File: src/rtl/div_ctrl.sv
// Iterative radix-2 divider sequencer for RV32M DIV/DIVU/REM/REMU in the EX stage.
// Optional result cache enabled by defining DIV_RES_CACHE_EN.
module div_ctrl #(
  parameter int XLEN  = 32,
  parameter int CNT_W = 5
) (
  input  logic            clk,
  input  logic            rst_n,
  input  logic            pipe_flush,
  input  logic            ex_valid,
  input  logic            ex_is_div_inst,
  input  logic [1:0]      div_op,
  input  logic [XLEN-1:0] div_src1,
  input  logic [XLEN-1:0] div_src2,
  input  logic            mem_allowin,
  output logic            ex_div_done,
  output logic [XLEN-1:0] div_res,
  output logic            div_busy
);

  typedef enum logic [1:0] {IDLE = 2'd0, PREP = 2'd1, CALC = 2'd2, DONE = 2'd3} state_t;

  function automatic logic [XLEN-1:0] negate(input logic [XLEN-1:0] a);
    return ~a + XLEN'(1);
  endfunction

  state_t            state_r, state_nxt_s;
  logic [1:0]        op_r;
  logic [XLEN-1:0]   src1_r, src2_r, dvs_r, rem_r, quo_r, res_r;
  logic [CNT_W-1:0]  cnt_r;
  logic              q_neg_r, r_neg_r, done_r;

  logic              start_s, signed_s, s1_s, s2_s, div_zero_s, ovf_s, last_s, ge_s;
  logic              enter_done_s, hit_s;
  logic [XLEN-1:0]   abs1_s, abs2_s, rem_it_s, quo_it_s, q_fin_s, r_fin_s, res_sel_s, hit_res_s;
  logic [XLEN:0]     rem_sh_s, diff_s;

  assign start_s    = ex_valid & ex_is_div_inst & ~pipe_flush;
  assign signed_s   = ~op_r[0];
  assign s1_s       = signed_s & src1_r[XLEN-1];
  assign s2_s       = signed_s & src2_r[XLEN-1];
  assign abs1_s     = s1_s ? negate(src1_r) : src1_r;
  assign abs2_s     = s2_s ? negate(src2_r) : src2_r;
  assign div_zero_s = (src2_r == {XLEN{1'b0}});
  assign ovf_s      = signed_s & (src1_r == {1'b1, {(XLEN-1){1'b0}}}) & (src2_r == {XLEN{1'b1}});
  assign last_s     = (cnt_r == CNT_W'(XLEN-1));

  // one shift-subtract step on the current partial remainder/quotient
  assign rem_sh_s = {rem_r, quo_r[XLEN-1]};
  assign diff_s   = rem_sh_s - {1'b0, dvs_r};
  assign ge_s     = (rem_sh_s >= {1'b0, dvs_r});
  assign rem_it_s = ge_s ? diff_s[XLEN-1:0] : rem_sh_s[XLEN-1:0];
  assign quo_it_s = {quo_r[XLEN-2:0], ge_s};

  assign enter_done_s = (state_nxt_s == DONE) && (state_r != DONE);

  // final signed quotient/remainder, including the special-case shortcuts from PREP
  always_comb begin
    q_fin_s = {XLEN{1'b0}};
    r_fin_s = {XLEN{1'b0}};
    if ((state_r == PREP) && div_zero_s) begin
      q_fin_s = {XLEN{1'b1}};
      r_fin_s = src1_r;
    end else if ((state_r == PREP) && ovf_s) begin
      q_fin_s = {1'b1, {(XLEN-1){1'b0}}};
      r_fin_s = {XLEN{1'b0}};
    end else begin
      q_fin_s = q_neg_r ? negate(quo_it_s) : quo_it_s;
      r_fin_s = r_neg_r ? negate(rem_it_s) : rem_it_s;
    end
  end

  // result to capture on DONE entry; from IDLE only a cache hit can enter DONE
  always_comb begin
    res_sel_s = {XLEN{1'b0}};
    if (state_r == IDLE) begin
      res_sel_s = hit_res_s;
    end else begin
      res_sel_s = op_r[1] ? r_fin_s : q_fin_s;
    end
  end

`ifdef DIV_RES_CACHE_EN
  logic            c_vld_r, c_sgn_r;
  logic [XLEN-1:0] c_src1_r, c_src2_r, c_q_r, c_r_r;

  assign hit_s     = c_vld_r & (c_src1_r == div_src1) & (c_src2_r == div_src2) & (c_sgn_r == ~div_op[0]);
  assign hit_res_s = div_op[1] ? c_r_r : c_q_r;

  // last completed operation; aborted computations invalidate it
  always_ff @(posedge clk or negedge rst_n) begin
    if (!rst_n) begin
      c_vld_r  <= 1'b0;
      c_sgn_r  <= 1'b0;
      c_src1_r <= {XLEN{1'b0}};
      c_src2_r <= {XLEN{1'b0}};
      c_q_r    <= {XLEN{1'b0}};
      c_r_r    <= {XLEN{1'b0}};
    end else if (pipe_flush && ((state_r == PREP) || (state_r == CALC))) begin
      c_vld_r <= 1'b0;
    end else if (enter_done_s && (state_r != IDLE)) begin
      c_vld_r  <= 1'b1;
      c_sgn_r  <= signed_s;
      c_src1_r <= src1_r;
      c_src2_r <= src2_r;
      c_q_r    <= q_fin_s;
      c_r_r    <= r_fin_s;
    end
  end
`else
  assign hit_s     = 1'b0;
  assign hit_res_s = {XLEN{1'b0}};
`endif

  // state register
  always_ff @(posedge clk or negedge rst_n) begin
    if (!rst_n) begin
      state_r <= IDLE;
    end else begin
      state_r <= state_nxt_s;
    end
  end

  // next-state logic; flush overrides everything
  always_comb begin
    state_nxt_s = state_r;
    case (state_r)
      IDLE: begin
        if (start_s && hit_s) begin
          state_nxt_s = DONE;
        end else if (start_s) begin
          state_nxt_s = PREP;
        end else begin
          state_nxt_s = IDLE;
        end
      end
      PREP:    state_nxt_s = (div_zero_s || ovf_s) ? DONE : CALC;
      CALC:    state_nxt_s = last_s ? DONE : CALC;
      DONE:    state_nxt_s = mem_allowin ? IDLE : DONE;
      default: state_nxt_s = IDLE;
    endcase
    if (pipe_flush) begin
      state_nxt_s = IDLE;
    end else begin
      state_nxt_s = state_nxt_s;
    end
  end

  // operand capture, iteration datapath and registered outputs
  always_ff @(posedge clk or negedge rst_n) begin
    if (!rst_n) begin
      op_r    <= 2'b00;
      src1_r  <= {XLEN{1'b0}};
      src2_r  <= {XLEN{1'b0}};
      dvs_r   <= {XLEN{1'b0}};
      rem_r   <= {XLEN{1'b0}};
      quo_r   <= {XLEN{1'b0}};
      res_r   <= {XLEN{1'b0}};
      cnt_r   <= {CNT_W{1'b0}};
      q_neg_r <= 1'b0;
      r_neg_r <= 1'b0;
      done_r  <= 1'b0;
    end else begin
      done_r <= (state_nxt_s == DONE);
      if (enter_done_s) begin
        res_r <= res_sel_s;
      end
      case (state_r)
        IDLE: begin
          if (start_s) begin
            op_r   <= div_op;
            src1_r <= div_src1;
            src2_r <= div_src2;
          end
        end
        PREP: begin
          cnt_r   <= {CNT_W{1'b0}};
          q_neg_r <= s1_s ^ s2_s;
          r_neg_r <= s1_s;
          dvs_r   <= abs2_s;
          quo_r   <= abs1_s;
          rem_r   <= {XLEN{1'b0}};
        end
        CALC: begin
          rem_r <= rem_it_s;
          quo_r <= quo_it_s;
          cnt_r <= cnt_r + CNT_W'(1);
        end
        default: begin
        end
      endcase
    end
  end

  assign ex_div_done = done_r;
  assign div_res     = res_r;
  assign div_busy    = (state_r != IDLE);

endmodule

File: config.mk
export PLATFORM = sky130hd
export DESIGN_NAME = div_ctrl
export DESIGN_NICKNAME = d
export VERILOG_FILES = /design/src/rtl/div_ctrl.sv
export SDC_FILE = /design/constraint.sdc
export NUM_CORES = 1
export LEC_CHECK = 0
export CAP_MARGIN = 40
export CELL_PAD_IN_SITES_DETAIL_PLACEMENT = 1
export CELL_PAD_IN_SITES_GLOBAL_PLACEMENT = 1
export CORE_MARGIN = 4
export CORE_UTILIZATION = 50
export DETAILED_ROUTE_END_ITERATION = 6
export GPL_ROUTABILITY_DRIVEN = 0
export GPL_TIMING_DRIVEN = 0
export PLACE_DENSITY_LB_ADDON = 0.15
export SYNTH_ARGS = -nofsm -noshare
export SYNTH_HDL_FRONTEND = slang
export SYNTH_SLANG_ARGS = --single-unit
export TNS_END_PERCENT = 1
File: constraint.sdc
create_clock -name clk -period 13.8 [get_ports clk]
set_input_delay 2.76 -clock clk [delete_from_list [all_inputs] [get_ports clk]]
set_output_delay 2.76 -clock clk [all_outputs]
set_load 0.1 [all_outputs]
==> flow_summary.json, run 1 <==
{
  "cp_common_cell": "buf_6",
  "die-area_um2": 32500,
  "top_usage_layer": "met2",
  "grt_pass1_vias": 16019,
  "post-route-util_pct": 61.5,
  "drv_slew": 0,
  "postCtsSetupRepairBufs": 0,
  "insertion_delay_ns": 0.57,
  "cts_sinks": 204,
  "synth_edf_count": 0,
  "worst_hold_slack_ns": 0.501,
  "setup_viol": 0,
  "rsz0062_at_grt": "no",
  "globalRouteMet1Util_pct": 47.6,
  "cts-resized-gates": 0,
  "gr-usage-all-layers_pct": 36.3,
  "min_path_type": "flop to flop",
  "finalHoldViolCount": 0,
  "io_pins": 106,
  "path_max_fanout": 10,
  "total_power_uw": 2870,
  "cts_max_level": 1,
  "clockBufferDepth": 3,
  "drc_errors": 1,
  "portBuffers": 105,
  "grt_util_met3_pct": 8.18,
  "p_leak_uw": 0.00738,
  "routed_wl_um": 61100,
  "viasPerCell": 6.63,
  "peakVddDrop_mv": 0.116,
  "finalSetupTns_ns": 0,
  "antenna_found_initial": 1,
  "dpl_worst_slack_ns": 7.81,
  "cap_violations": 0,
  "critical_path.slowest_cell": "nor4_1",
  "grt_overflow": 0,
  "row_count": 62,
  "first_pass_iters": 7,
  "violations": "design-rule violations",
  "syn2layout_area_growth_pct": 20.2,
  "fillCellCount": 3413,
  "start_util_pct": 51.1,
  "critical-path-max-stage-delay_ns": 0.78,
  "synthTopCellsByArea": "dfrtp_1 34%, mux2_2 7.5%, o21ai_0 4.5%, xor2_1 4.4%, a21oi_1 4.4%",
  "die_width_um": 180,
  "period_minus_slack_ns": 6.11,
  "numCtsBuffers": 25,
  "yosys.area.top_type": "dfrtp_1",
  "outcome": "finished, violations left",
  "syn-cell-area_um2": 14800,
  "die_h_um": 180,
  "wire_per_inst_um": 26.6,
  "use_met2_pct": 59.7,
  "n_antenna_cell": 0,
  "drive_gt1_share_pct": 13.0,
  "grt_first_pass_wirelength_um": 94300,
  "setup_ws_ns": 7.69,
  "crit_chain": "ha_1 > buf_6 > a21o_1 > a221o_1 > a2111oi_4 > o21ai_2 > or2_1 > buf_6 > buf_6 > buf_4 > o21ai_0 > ha_1 > nand2_1 > nor4_1 > a31oi_2 > o41ai_1 > xor2_1 > a221oi_1 > nor3_1",
  "async_reset_ff_share_pct": 100,
  "clkTransAtPathRegs_ns": 0.07,
  "post-route-period-util_pct": 44.3,
  "cp-end-kind": "flop",
  "slew_headroom_pct": 26.8,
  "p_per_area_nw_per_um2": 161,
  "drtAntennaViolNets": 0,
  "final_nets": 2008,
  "synth_top_area_share_pct": 34.4,
  "avgSynthCellArea_um2": 8.62,
  "hold_buffers": 0,
  "synth_warnings": 0,
  "core_um2": 29000,
  "worstSetupPathType": "flop to flop",
  "synth_seq_area_share_pct": 34.4,
  "fmax_mhz": 164,
  "synth.distinct_cells": 88,
  "crit_path_start_kind": "flop",
  "grt_start_max_net_pins": 84,
  "critPathArrivalTime_ns": 6.54,
  "worst_slew_pin_slew_ns": 1.09,
  "cts_tree": "done",
  "drt_iter0_markers": 1711,
  "synth_top_flop_cell": "dfrtp_1",
  "ys_ff_latch": 204,
  "fin_skew_ns": 0.0582,
  "dr_total_vias": 15203,
  "dp_hpwl_um": 45500,
  "syn_inst": 1721,
  "clock_tree.root_cell": "clkbuf_16",
  "critPathRequiredTime_ns": 14.23,
  "synth_nets": 1837
}
layer usage:
metal | wire, um | up-vias | part of all wire (%)
met5 | 0 | - | 0
met4 | 2430 | 0 | 4.0
met3 | 5770 | 195 | 9.4
met2 | 28600 | 839 | 47
met1 | 24300 | 7570 | 40
li1 | - | 6599 | -
worst max-delay path: cells and delay by family (launching register included):
kind                       cells  cell delay [ns]
adders and majority gates      2             0.62
AOI/OAI and AO/OA              8             2.96
buffers and inverters          4             0.63
and+or+nand+nor                4             1.19
xor gates and xnor gates       1             0.18
DFF                            1             0.43
layout make-up:
| cell class | instances | area (um^2) | area share (%) |
|---|---|---|---|
| Multi-Input combinational cell | 1305 | 8790 | 49.2 |
| Sequential cell | 204 | 5100 | 28.6 |
| Timing Repair Buffer | 144 | 1650 | 9.26 |
| Clock buffer | 36 | 717 | 4.02 |
| Buffer | 114 | 574 | 3.22 |
| Tap cell | 384 | 480 | 2.69 |
| Inverter | 98 | 373 | 2.09 |
| Clock inverter | 9 | 155 | 0.870 |
kinds of logic after synthesis:
logic type      Yosys count  synth area share, %
buf+inv                 212                 6.38
mux                     105                 7.92
flops                   204                 34.4
simple gates            510                 16.6
compound gates          507                 22.7
fa+ha+maj                44                 3.76
xor+xnor                139                 8.20
cell usage in the layout, fill, tap and decap left out, types with 7 or more instances in the layout:
master,count
nand2_1,150
a221o_1,10
nor2b_1,8
buf_6,10
a21oi_1,129
inv_1,97
o22ai_1,31
buf_8,35
xor2_1,75
nor2_1,142
o21ai_0,132
o31ai_1,30
a21boi_0,7
buf_4,10
or3_1,11
buf_2,19
a31oi_1,10
a32o_1,14
xnor2_1,64
clkbuf_1,80
a211o_1,10
and3_1,13
o41ai_1,11
and2_1,7
ha_1,43
nor4_1,21
nand4_1,35
clkdlybuf4s50_1,104
nand3_1,30
a211oi_1,10
nand2b_1,16
mux2_2,99
o211ai_1,17
a21o_1,15
clkbuf_16,25
nor3_1,40
dfrtp_1,204
a221oi_1,9
worst paths after layout:
path | from | to | slack [ns] | cells past startpoint
max | rem_r[19] | div_res[26] | 7.69 | 19
min reg2reg | div_res[16] | div_res[16] | 0.50 | 1
max reg2reg | rem_r[19] | div_res[26] | 7.69 | 19
min in group asynchronous | rst_n | rem_r[20] | 2.14 | 1
max in group asynchronous | rst_n | quo_r[13] | 10.89 | 2
min | div_res[16] | div_res[16] | 0.50 | 1
state kept, by name, summed over array words and instances, names as in the netlist:
signal,flops
r_neg_r,1
src1_r,32
rem_r,32
op_r,2
quo_r,32
dvs_r,32
state_r,2
ex_div_done,1
div_res,32
src2_r,32
cnt_r,5
q_neg_r,1
Yosys cell counts, types with 13 or more instances:
master,n
o31ai_1,30
o211ai_1,17
xnor2_1,64
a32o_1,14
nor3_1,40
mux2_2,99
a21oi_1,129
and3_1,13
nand2b_1,16
a21o_1,15
o22ai_1,31
o21ai_0,132
xor2_1,75
dfrtp_1,204
buf_2,18
nand4_1,35
clkbuf_1,74
inv_1,97
nand2_1,150
nand3_1,30
nor2_1,142
nor4_1,21
ha_1,43
stage by stage:
| step | std cells | instance area, um^2 |
|---|---|---|
| after floorplan | 1721 | 14800 |
| after global placement | 2210 | 16400 |
| after detailed placement | 2248 | 17000 |
| after CTS | 2293 | 17800 |
| after global routing | 2294 | 17800 |
| final | 2294 | 17800 |
power by group:
part           internal, uW  total, uW  switching [uW]
clock network           435        717             282
logic                   450       1190             737
registers               739        966             227
No activity file was read; power rests on OpenSTA's default activity.
==> run 2: changes to the inputs <==
Settings changed: CORE_UTILIZATION 50 to 42.
Clock period 13.8 ns to 5.09 ns, I/O delays scaled along.
==> flow_summary.json, run 2 (same netlist as run 1, synthesis figures left out) <==
{
  "outcome": "completed",
  "die-area_um2": 38400,
  "crit_path_start_kind": "flop",
  "cts_tree": "done",
  "drv_slew": 0,
  "drt_iter0_markers": 1155,
  "die_h_um": 196,
  "final_cell_mix": "204 x dfrtp_1, 150 x nand2_1, 141 x nor2_1",
  "peakVddDrop_mv": 0.252,
  "hold_buffers": 0,
  "die_width_um": 196,
  "setup_ws_ns": 0.117,
  "use_met2_pct": 45.2,
  "start_util_pct": 42.7,
  "insertion_delay_ns": 0.54,
  "grt_overflow": 0,
  "drtAntennaViolNets": 0,
  "p_leak_uw": 0.00746,
  "final_nets": 2013,
  "syn2layout_area_growth_pct": 22.3,
  "critPathRequiredTime_ns": 5.51,
  "total_power_uw": 7660,
  "clkTransAtPathRegs_ns": 0.07,
  "grt_start_max_net_pins": 74,
  "cap_violations": 0,
  "worstSetupPathType": "flop to flop",
  "path_max_fanout": 10,
  "cts_sinks": 204,
  "critPathArrivalTime_ns": 5.40,
  "portBuffers": 105,
  "finalHoldViolCount": 0,
  "antenna_found_initial": 2,
  "worst_slew_pin_slew_ns": 1.03,
  "period_minus_slack_ns": 4.97,
  "clockBufferDepth": 3,
  "layout_commonest_cell": "dfrtp_1",
  "slew_headroom_pct": 30.6,
  "cp_top_family": "compound AO/OA/AOI/OAI gates",
  "clock_tree.root_cell": "clkbuf_16",
  "io_pins": 106,
  "row_count": 68,
  "final_area_um2": 18100,
  "grt_util_met3_pct": 4.31,
  "cp_common_cell": "buf_6",
  "dr_total_vias": 14430,
  "gr-usage-all-layers_pct": 28.7,
  "cts_max_level": 1,
  "grt_first_pass_wirelength_um": 87100,
  "routed_wl_um": 56900,
  "top_usage_layer": "met2",
  "wire_per_inst_um": 24.0,
  "core_um2": 34700,
  "post-route-period-util_pct": 97.7,
  "fin_skew_ns": 0.0152,
  "crit_chain": "ha_1 > buf_6 > a21o_1 > a221o_1 > a2111oi_4 > o21ai_4 > or2_1 > buf_6 > buf_6 > buf_4 > o21ai_4 > ha_2 > nand2_1 > nor4_4 > a31oi_4 > o21ai_2 > xnor2_1 > a221o_1 > a32o_1",
  "drive_gt1_share_pct": 14.4,
  "setup_viol": 0,
  "viasPerCell": 6.08,
  "grt_pass1_vias": 14849,
  "globalRouteMet1Util_pct": 41.3,
  "dp_hpwl_um": 44600,
  "placed_area_um2": 17100,
  "drc_errors": 0,
  "worst-path-buf-inv": 4,
  "critical-path-max-stage-delay_ns": 0.44,
  "numCtsBuffers": 25,
  "min_path_type": "input pin to async pin",
  "first_pass_iters": 5,
  "critical_path.slowest_cell": "dfrtp_1",
  "rsz0062_at_grt": "yes",
  "fmax_mhz": 201,
  "p_per_area_nw_per_um2": 422,
  "dpl_worst_slack_ns": -0.742,
  "cp-end-kind": "flop"
}
==> run 2: changes by cell type in the layout (fill, tap and decap cells not counted), sizes merged <==
| cell | delta |
|---|---|
| buf | +6 |
| clkbuf | -3 |
| clkinv | +3 |
| diode | +2 |
| bufinv | -1 |
| clkinvlp | +1 |
==> run 2: metal layers <==
layer,wire length [um],part of all wire (%)
met1,25700,45
met2,25700,45
met3,3950,6.9
met4,1480,2.6
met5,0,0
==> run 2: final timing paths <==
kind	from	to	cells past startpoint	slack (ns)
min in group clk	div_res[16]	div_res[16]	1	0.49
worst min register to register	div_res[16]	div_res[16]	1	0.49
worst min-delay path	rst_n	dvs_r[18]	1	0.42
max in group asynchronous	rst_n	quo_r[4]	3	3.58
worst max-delay path	rem_r[19]	div_res[22]	19	0.12
worst max register to register	rem_r[19]	div_res[22]	19	0.12
==> run 2: final cells by class <==
type / instances / area [um^2]
timing repair buffer: 150 / 1720
tap: 455 / 569
buffer: 113 / 569
antenna: 2 / 5.00
clock inverter: 12 / 148
fill: 4040 / 16600
clock buffer: 34 / 709
multi-input combinational: 1305 / 8940
sequential: 204 / 5100
inverter: 98 / 373
==> run 2: metrics by stage <==
stage | TNS, ns | instances | utilization [%] | hold slack, ns
final | 0 | 2373 | 52.3 | 0.423
after global routing | -0.130 | 2371 | 52.3 | 0.452
after CTS | -0.164 | 2367 | 51.9 | 0.446
after detailed placement | -5.58 | 2320 | 49.2 | 0.483
after global placement | -1236.29 | 2281 | 47.4 | 0.470
after floorplan | 0 | 1721 | - | 0.487
==> run 2: timing repair <==
| item | CTS | global route |
|---|---|---|
| gates resized for setup | 9 | 22 |
| endpoints found under the setup margin | 11 | 15 |
| endpoints found under the hold margin | 0 | 0 |
| buffers inserted | 2 | 4 |
| pin swaps | 2 | 10 |
==> run 2: worst reg2reg max path, cell delays in order, from the launching register on <==
cell and delay [ns]:
dfrtp_1 0.44, ha_1 0.31, buf_6 0.14, a21o_1 0.22, a221o_1 0.43, a2111oi_4 0.37
o21ai_4 0.11, or2_1 0.25, buf_6 0.16, buf_6 0.16, buf_4 0.19, o21ai_4 0.18
ha_2 0.22, nand2_1 0.09, nor4_4 0.38, a31oi_4 0.25, o21ai_2 0.21, xnor2_1 0.11
a221o_1 0.36, a32o_1 0.26
==> run 2: report_power, final <==
group	total (uW)	internal, uW	switching [uW]	leakage, uW
clock network	1870	1130	744	0.000420
logic	3170	1250	1930	0.00450
registers	2610	2000	610	0.00254
total	7660	4380	3280	0.00746
